$ cat src/rtl/parking_lot_multi_gate.sv
// rtl/parking_lot_multi_gate.sv - multi-gate parking-lot occupancy tracker
// Purpose:
//   Each gate has an outer/inner photo-sensor pair decoded by its own FSM into
//   entry/exit events. A shared saturating counter tracks lot occupancy and
//   drives full/clear flags for the display logic.
// Ports:
//   clk          system clock (CLOCK_50 domain)
//   reset        synchronous, active-high reset
//   outer        [NUM_GATES] outer sensor per gate, 1 = beam blocked
//   inner        [NUM_GATES] inner sensor per gate, 1 = beam blocked
//   enter_pulse  [NUM_GATES] 1-cycle pulse per completed entry
//   exit_pulse   [NUM_GATES] 1-cycle pulse per completed exit
//   count        [CNT_W]     current occupancy, saturates at CAPACITY
//   full         count == CAPACITY
//   clear        count == 0
//   overflow     sticky: an entry was dropped at CAPACITY
//   underflow    sticky: an exit was dropped at 0
// Configuration macro:
//   PARKING_SYNC_EN  adds a 2-flop synchronizer on outer/inner (+2 cycles latency)
module parking_lot_multi_gate #(
  parameter  int NUM_GATES = 2,
  parameter  int CAPACITY  = 16,
  localparam int CNT_W     = $clog2(CAPACITY + 1)
) (
  input  logic                 clk,
  input  logic                 reset,
  input  logic [NUM_GATES-1:0] outer,
  input  logic [NUM_GATES-1:0] inner,
  output logic [NUM_GATES-1:0] enter_pulse,
  output logic [NUM_GATES-1:0] exit_pulse,
  output logic [CNT_W-1:0]     count,
  output logic                 full,
  output logic                 clear,
  output logic                 overflow,
  output logic                 underflow
);

  // Signed width wide enough for count plus/minus every gate firing at once.
  localparam int NW = CNT_W + $clog2(NUM_GATES + 1) + 1;
  localparam logic signed [NW-1:0] CAP_S = NW'(CAPACITY);

  typedef enum logic [2:0] {
    S_IDLE, S_E1, S_E2, S_E3, S_X1, S_X2, S_X3, S_WAIT
  } gate_state_t;

  logic [NUM_GATES-1:0] outer_s, inner_s;

`ifdef PARKING_SYNC_EN
  logic [NUM_GATES-1:0] outer_m, inner_m;

  always_ff @(posedge clk) begin
    if (reset) begin
      outer_m <= '0;
      inner_m <= '0;
      outer_s <= '0;
      inner_s <= '0;
    end else begin
      outer_m <= outer;
      inner_m <= inner;
      outer_s <= outer_m;
      inner_s <= inner_m;
    end
  end
`else
  assign outer_s = outer;
  assign inner_s = inner;
`endif

  logic [NUM_GATES-1:0][1:0] pair;
  gate_state_t               state_q [NUM_GATES];
  gate_state_t               state_d [NUM_GATES];
  logic [NUM_GATES-1:0]      enter_d, exit_d;

  always_comb begin
    for (int g = 0; g < NUM_GATES; g++) begin
      pair[g] = {outer_s[g], inner_s[g]};
    end
  end

  always_ff @(posedge clk) begin
    if (reset) begin
      for (int g = 0; g < NUM_GATES; g++) begin
        state_q[g] <= S_IDLE;
      end
      enter_pulse <= '0;
      exit_pulse  <= '0;
    end else begin
      state_q     <= state_d;
      enter_pulse <= enter_d;
      exit_pulse  <= exit_d;
    end
  end

  // Entry walks outer->both->inner->clear, exit walks the reverse. Any
  // illegal jump parks the gate in S_WAIT until both beams are clear.
  always_comb begin
    enter_d = '0;
    exit_d  = '0;
    for (int g = 0; g < NUM_GATES; g++) begin
      state_d[g] = state_q[g];
      case (state_q[g])
        S_IDLE: case (pair[g])
          2'b10:   state_d[g] = S_E1;
          2'b01:   state_d[g] = S_X1;
          2'b11:   state_d[g] = S_WAIT;
          default: ;
        endcase
        S_E1: case (pair[g])
          2'b11:   state_d[g] = S_E2;
          2'b00:   state_d[g] = S_IDLE;
          2'b01:   state_d[g] = S_WAIT;
          default: ;
        endcase
        // Both beams dropping at once from the middle is ambiguous: hold in
        // S_WAIT for one more clear sample instead of guessing a direction.
        S_E2: case (pair[g])
          2'b01:   state_d[g] = S_E3;
          2'b10:   state_d[g] = S_E1;
          2'b00:   state_d[g] = S_WAIT;
          default: ;
        endcase
        S_E3: case (pair[g])
          2'b00: begin
            state_d[g] = S_IDLE;
            enter_d[g] = 1'b1;
          end
          2'b11:   state_d[g] = S_E2;
          2'b10:   state_d[g] = S_WAIT;
          default: ;
        endcase
        S_X1: case (pair[g])
          2'b11:   state_d[g] = S_X2;
          2'b00:   state_d[g] = S_IDLE;
          2'b10:   state_d[g] = S_WAIT;
          default: ;
        endcase
        S_X2: case (pair[g])
          2'b10:   state_d[g] = S_X3;
          2'b01:   state_d[g] = S_X1;
          2'b00:   state_d[g] = S_WAIT;
          default: ;
        endcase
        S_X3: case (pair[g])
          2'b00: begin
            state_d[g] = S_IDLE;
            exit_d[g]  = 1'b1;
          end
          2'b11:   state_d[g] = S_X2;
          2'b01:   state_d[g] = S_WAIT;
          default: ;
        endcase
        S_WAIT: begin
          if (pair[g] == 2'b00) state_d[g] = S_IDLE;
        end
        default: state_d[g] = S_IDLE;
      endcase
    end
  end

  // Simultaneous entries and exits net out before clamping, so a lot at
  // capacity with one entry and one exit in the same cycle stays put.
  logic signed [NW-1:0] net, sum;

  always_comb begin
    net = '0;
    for (int g = 0; g < NUM_GATES; g++) begin
      net = net + NW'(enter_pulse[g]) - NW'(exit_pulse[g]);
    end
    sum = NW'(count) + net;
  end

  always_ff @(posedge clk) begin
    if (reset) begin
      count     <= '0;
      overflow  <= 1'b0;
      underflow <= 1'b0;
    end else if (sum[NW-1]) begin
      count     <= '0;
      underflow <= 1'b1;
    end else if (sum > CAP_S) begin
      count    <= CNT_W'(CAPACITY);
      overflow <= 1'b1;
    end else begin
      count <= sum[CNT_W-1:0];
    end
  end

  assign full  = (count == CNT_W'(CAPACITY));
  assign clear = (count == '0);

endmodule

$ cat config.mk
export PLATFORM = sky130hd
export DESIGN_NAME = parking_lot_multi_gate
export DESIGN_NICKNAME = d
export VERILOG_FILES = /design/src/rtl/parking_lot_multi_gate.sv
export SDC_FILE = /design/constraint.sdc
export NUM_CORES = 1
export LEC_CHECK = 0
export ABC_CLOCK_PERIOD_IN_PS = 3500
export BUFFER_PORTS_ARGS = -buffer_cell sky130_fd_sc_hd__buf_2
export CAP_MARGIN = 10
export CORE_MARGIN = 3
export CORE_UTILIZATION = 51
export DETAILED_ROUTE_END_ITERATION = 8
export PLACE_DENSITY = 0.82
export SYNTH_ARGS = -nofsm -noshare
export SYNTH_HDL_FRONTEND = slang
export SYNTH_SLANG_ARGS = --single-unit
$ cat constraint.sdc
create_clock -name clk -period 3.5 [get_ports clk]
set_input_delay 0.7 -clock clk [delete_from_list [all_inputs] [get_ports clk]]
set_output_delay 0.7 -clock clk [all_outputs]
set_load 0.005 [all_outputs]
## Word-level counts from Yosys, hierarchy flattened

Cells that the tools add are included.

- Input bits: 6
- Flip-flop bits (word level): 17
- Output and inout port bits: 13
- Word-level logic and storage cells: 92

- Reduce and logical (&&, ||, !) cells: 14
- Equal/unequal tests: 37
- $lt $le $gt $ge: 1
- Muxes and demuxes: 21
- Bitwise gates (word level): 5
- Add/sub/neg operators: 4

Operators by type and width:

| cell | count |
|---|---|
| 3-bit one-hot mux with 3 select lines | 14 |
| 4-bit inequality test (second input constant) | 12 |
| 3-bit one-hot mux with 8 select lines | 2 |
| 3-bit == test (second input constant) | 8 |
| 8-bit AND reduction | 2 |
| 3-bit by 2-bit == test with 1-bit output (second input constant) | 4 |
| 2-bit OR reduction | 5 |
| 2-bit == test (second input constant) | 4 |
| 4-bit by 2-bit inequality test with 1-bit output (second input constant) | 2 |
| 6-bit by 4-bit adder with 7-bit output | 1 |
| 7-bit by 6-bit greater-than comparator with 1-bit output (second input constant) | 1 |
| 3-bit by 1-bit == test with 1-bit output (second input constant) | 2 |
| 3-bit logical NOT | 2 |
| 3-bit 2-to-1 mux | 2 |
| 5-bit == test (second input constant) | 1 |
| 5-bit logical NOT | 1 |
| 5-bit 2-to-1 mux | 1 |
| 1-bit NOT | 5 |
| 2-bit by 1-bit == test with 1-bit output (second input constant) | 2 |
| 2-bit logical NOT | 2 |
| 2-bit inequality test (second input constant) | 2 |
| 3-bit by 2-bit subtractor with 4-bit output | 1 |
| 2-bit by 2-bit adder with 3-bit output | 1 |
| 3-bit OR reduction | 1 |
| other kinds (3) | 4 |

## Depth between registers and ports, before layout

- Word-level depth: 6
- Depth in mapped cells: 12
- Gate-level depth less buffers: 12

## Worst setup path after synthesis

Ideal clock, no wire load.

- Path type: flip-flop to flip-flop
- From: register enter_pulse[0]
- To: register count[3]
- Buffers on the path: 0
- Setup time: 0.060 ns
- Data arrival time: 2.601 ns
- Setup slack: 0.839 ns
- Data required time: 3.440 ns
- Period minus slack after synthesis: 2.661 ns
- Stages on the path, launching flop included: 12
- Path through: dfxtp_1 > inv_1 > ha_1 > inv_1 > fa_1 > fa_1 > a21o_2 > a21oi_1 > xnor2_1 > o21ai_2 > or2_4 > and3b_1

- Longest elaborated chain between the ends: 6

RTL lines:

| item | RTL line | RTL |
|---|---|---|
| start: declaration | 29 | `output logic [NUM_GATES-1:0] enter_pulse,` |
| start signal: assignment | 89 | `enter_pulse <= enter_d;` |
| 1-bit by 1-bit subtractor with 2-bit output * | 167 | `net = net + NW'(enter_pulse[g]) - NW'(exit_pulse[g]);` |
| 2-bit by 2-bit adder with 3-bit output * | 167 |  |
| 3-bit by 2-bit subtractor with 4-bit output * | 167 |  |
| 6-bit by 4-bit adder with 7-bit output * | 169 | `sum = NW'(count) + net;` |
| 7-bit by 6-bit greater-than comparator with 1-bit output | 180 | `end else if (sum > CAP_S) begin` |
| 3-bit OR reduction (no line) | n/a |  |
| end signal: assignment | 181 | `count <= CNT_W'(CAPACITY);` |
| end signal: assignment | 184 | `count <= sum[CNT_W-1:0];` |
| end: declaration | 31 | `output logic [CNT_W-1:0] count,` |

Every way passes the cells marked *; elsewhere a longest branch is shown, timed or not.
A chain may end at the register's enable or synchronous reset.

## Worst setup path after layout

- From: register count[0]
- To: register count[3]

- Longest elaborated chain between the ends: 3

RTL lines:

| item | RTL line |
|---|---|
| 6-bit by 4-bit adder with 7-bit output * | 169 |
| 7-bit by 6-bit greater-than comparator with 1-bit output | 180 |
| 3-bit OR reduction (no line) | n/a |

Marked as above.

==> impl_results.md <==
* Synthesized flop and latch total at 17
* Dpl hpwl at 2.338 mm
* Slowest CP cell: fa_1
* Final setup fails at 0
* Switching power at 409.5 uW
* Syn Std Cell Area at 0.001618 sq mm
* Crit-path max FO at 4
* Die area at 0.003884 sq mm
* Syn Inst Count at 206
* Endpoint type of the worst setup path: flop
* WP data required at 3.74 ns
* CTS tree: done
* Distinct cells, synth at 48
* Final Hold Violating Endpoints at 0
* Hold crit path type: reg -> reg
* Final ANT Viol Nets at 0
* Class of the most critical setup path: reg -> reg
* Area delta synth->final at 7.425%
* Register area at 340.3 sq um
* Status: finished clean
* Drt pass-1 iters at 4
* Relative slew slack at 64.94%
* Num CTS Buffers at 3
* Postcts setup bufs at 0
* DRC errors left at 0
* CTS Hold Buffers Added at 0
* Post-synth ARST share at 0%
* Post-Route Skew at 0.006965 ns
* Vias per cell at 5.481
* Clock power share at 11.3%
* Worst-path clk slew at 0.10 ns
* Longest Clk Path Bufs at 2
* Delay-heaviest family, CP: adder cells
* N_diodes at 0
* 1st-iter DRT viols at 92
* Reg2reg path depth at 11
* Pin count of the biggest net entering global routing at 20
* Hold Path Cell Cnt at 2
* Internal at 523.5 uW
* WL final at 3.014 mm
* Syn Nets at 239
* Worst path depth at 11
* CP Cell Sequence: inv_1 -> ha_1 -> inv_1 -> fa_1 -> fa_1 -> a21o_2 -> a21oi_1 -> xnor2_1 -> o21ai_2 -> or2_4 -> and3b_1
* Placed insts at 256
* Core Rows at 19
* Logic gate share of total power at 53.1%
* Highest clock rate at 352.3 MHz
* Final Util at 60.42%
* Initial antenna violation count at 0
* Final-stage net count at 252
* EDFF count, synth at 0
* Worst Path Buf+Inv at 2
* Fin crit share at 81.10%
* Die Height at 62.32 um
* Gr usage total at 16.05%
* Reg power frac at 35.6%
* Max-cap violations at 0
* Clk_lat worst skew at 0.29 ns
* Port Buffers at 18
* Worst IR Drop VDD at 0.2904 mV
* Core ar. at 0.002877 sq mm
* Clk sink count at 17
* # H-tree levels at 1
* Io pins at 19
* Layout Cells excl Fill at 260
* Slowest stage delay, CP at 0.42 ns
* Sw Share at 43.89%
* Fin Setup TNS at 0 ns
* RSZ-0062 raised after global routing: false
* Final Critical Period at 2.838 ns
* Via Count at 1425
* Gates resized, CTS repair at 0
* Wire length per cell at 11.59 um
* Max Slew Vio Count at 0
* Worst Setup Start Kind: flop
* Root buf cell: clkbuf_4
* Die width at 62.32 um
* Multi-input logic area at 0.001126 sq mm
* Register area share after synthesis at 21.04%
* Pleak at 0.7791 nW
* Final GP Congestion at 0.8457
* Yosys warnings at 0
* Pwr Density at 536.9 mW/mm^2
* Synth Flop Type: dfxtp_1
* Final Power at 933.0 uW
* WP data arrival at 3.08 ns
* Layout cells sized above 1 at 12.84%
* Avg Inst Size Synth at 7.853 sq um
* Vias in the first global route at 1235
* Initial core utilization at 56.24%
* GRT overflow at 0
* Worst Tran Pin Value at 0.5252 ns
* Global-route wire length before repair at 5.319 mm
* Fillers at 274
## flip-flops by register name, summed over array words and instances (netlist names)
signal and count:
count 5, enter_pulse 2, exit_pulse 2, overflow 1
state_q 6, underflow 1
## power by group through the flow
| stage | Clock, mW | Combinational [mW] | Sequential (mW) |
|---|---|---|---|
| 2_1_floorplan | 0 | 0.478 | 0.261 |
| 3_3_place_gp | 0 | 0.482 | 0.336 |
| 3_5_place_dp | 0 | 0.491 | 0.336 |
| 4_1_cts | 0.111 | 0.493 | 0.332 |
| 5_1_grt | 0.120 | 0.565 | 0.347 |
| 6_report | 0.105 | 0.496 | 0.332 |
## worst min-delay path, cell delays in order (launching register included)
cell and delay [ns]:
dfxtp_1 0.33, inv_1 0.05, a21oi_1 0.05
## cells in the mapped netlist (2+ instances only)
library cell  count  area, sq um
o31ai_1           4        30.03
nor2b_1           4        25.02
ha_1             24        300.3
a221o_1           2        20.02
fa_1              3        60.06
a211oi_1          2        15.01
dfxtp_1          17        340.3
nand2_1          11        41.29
o22a_1            2        17.52
clkbuf_1          2        7.510
o21ai_0           4        20.02
nor3_1            9        45.04
nand2b_1          7        43.79
nand3b_1          2        15.01
a31oi_1           4        25.02
a21oi_1          15        75.07
o21bai_1          2        15.01
nor2_1           20        75.07
xnor2_1           2        17.52
o21ai_1           3        15.01
buf_2             7        35.03
and2_1            2        12.51
nor4_1            4        25.02
nand4b_1          2        17.52
mux2i_1           3        30.03
inv_1            27        101.4
## routing by layer
layer	share of wire, %	global-route usage [%]	vias to the layer above
li1	-	-	746
met1	47	21.50	637
met2	48	26.08	40
met3	5.2	3.784	2
met4	0.33	3.857	0
met5	0	0	-
## worst paths after layout
path                                              from                endpoint  slack, ns
worst max register to register     count[0]$_SDFF_PP0_     count[3]$_SDFF_PP0_       0.66
worst min register to register  underflow$_SDFFE_PP0N_  underflow$_SDFFE_PP0N_       0.47
worst min-delay path            underflow$_SDFFE_PP0N_  underflow$_SDFFE_PP0N_       0.47
worst max-delay path               count[0]$_SDFF_PP0_     count[3]$_SDFF_PP0_       0.66
## stage by stage
step / hold slack [ns] / worst slack [ns] / cell area [sq um]
after global routing: 0.4893 / 0.4993 / 1738
after CTS: 0.4715 / 0.6657 / 1738
after floorplan: 0.4421 / 0.8395 / 1618
final: 0.4708 / 0.6616 / 1738
after global placement: 0.4517 / 0.8056 / 1710
after detailed placement: 0.4544 / 0.6826 / 1710
## layout make-up
type                            instances  area share, %
Clock buffer                            3          1.296
Clock inverter                          1         0.2880
Inverter                               27          5.832
Multi-Input combinational cell        152          64.79
Sequential cell                        17          19.58
Tap cell                               42          3.024
Timing Repair Buffer                   18          5.184
## cells in the final DEF (no fill, tap or decap), types with 4 or more instances in the layout
master	n
nor2_1	20
dfxtp_1	17
nor3_1	9
a31oi_1	4
buf_2	18
o31ai_1	4
nand2_1	11
nand2b_1	7
ha_1	24
nor4_1	4
o21ai_0	4
nor2b_1	4
inv_1	27
a21oi_1	15
## cells by family after synthesis
kind of cell	after synthesis	synth area share, %
simple gates	67	21.27
fa+ha+maj	27	22.27
mux	4	2.552
flops	17	21.04
buf+inv	37	9.358
xor+xnor	2	1.083
compound gates	52	22.43
Note: power is estimated with default switching activity, not from simulation.
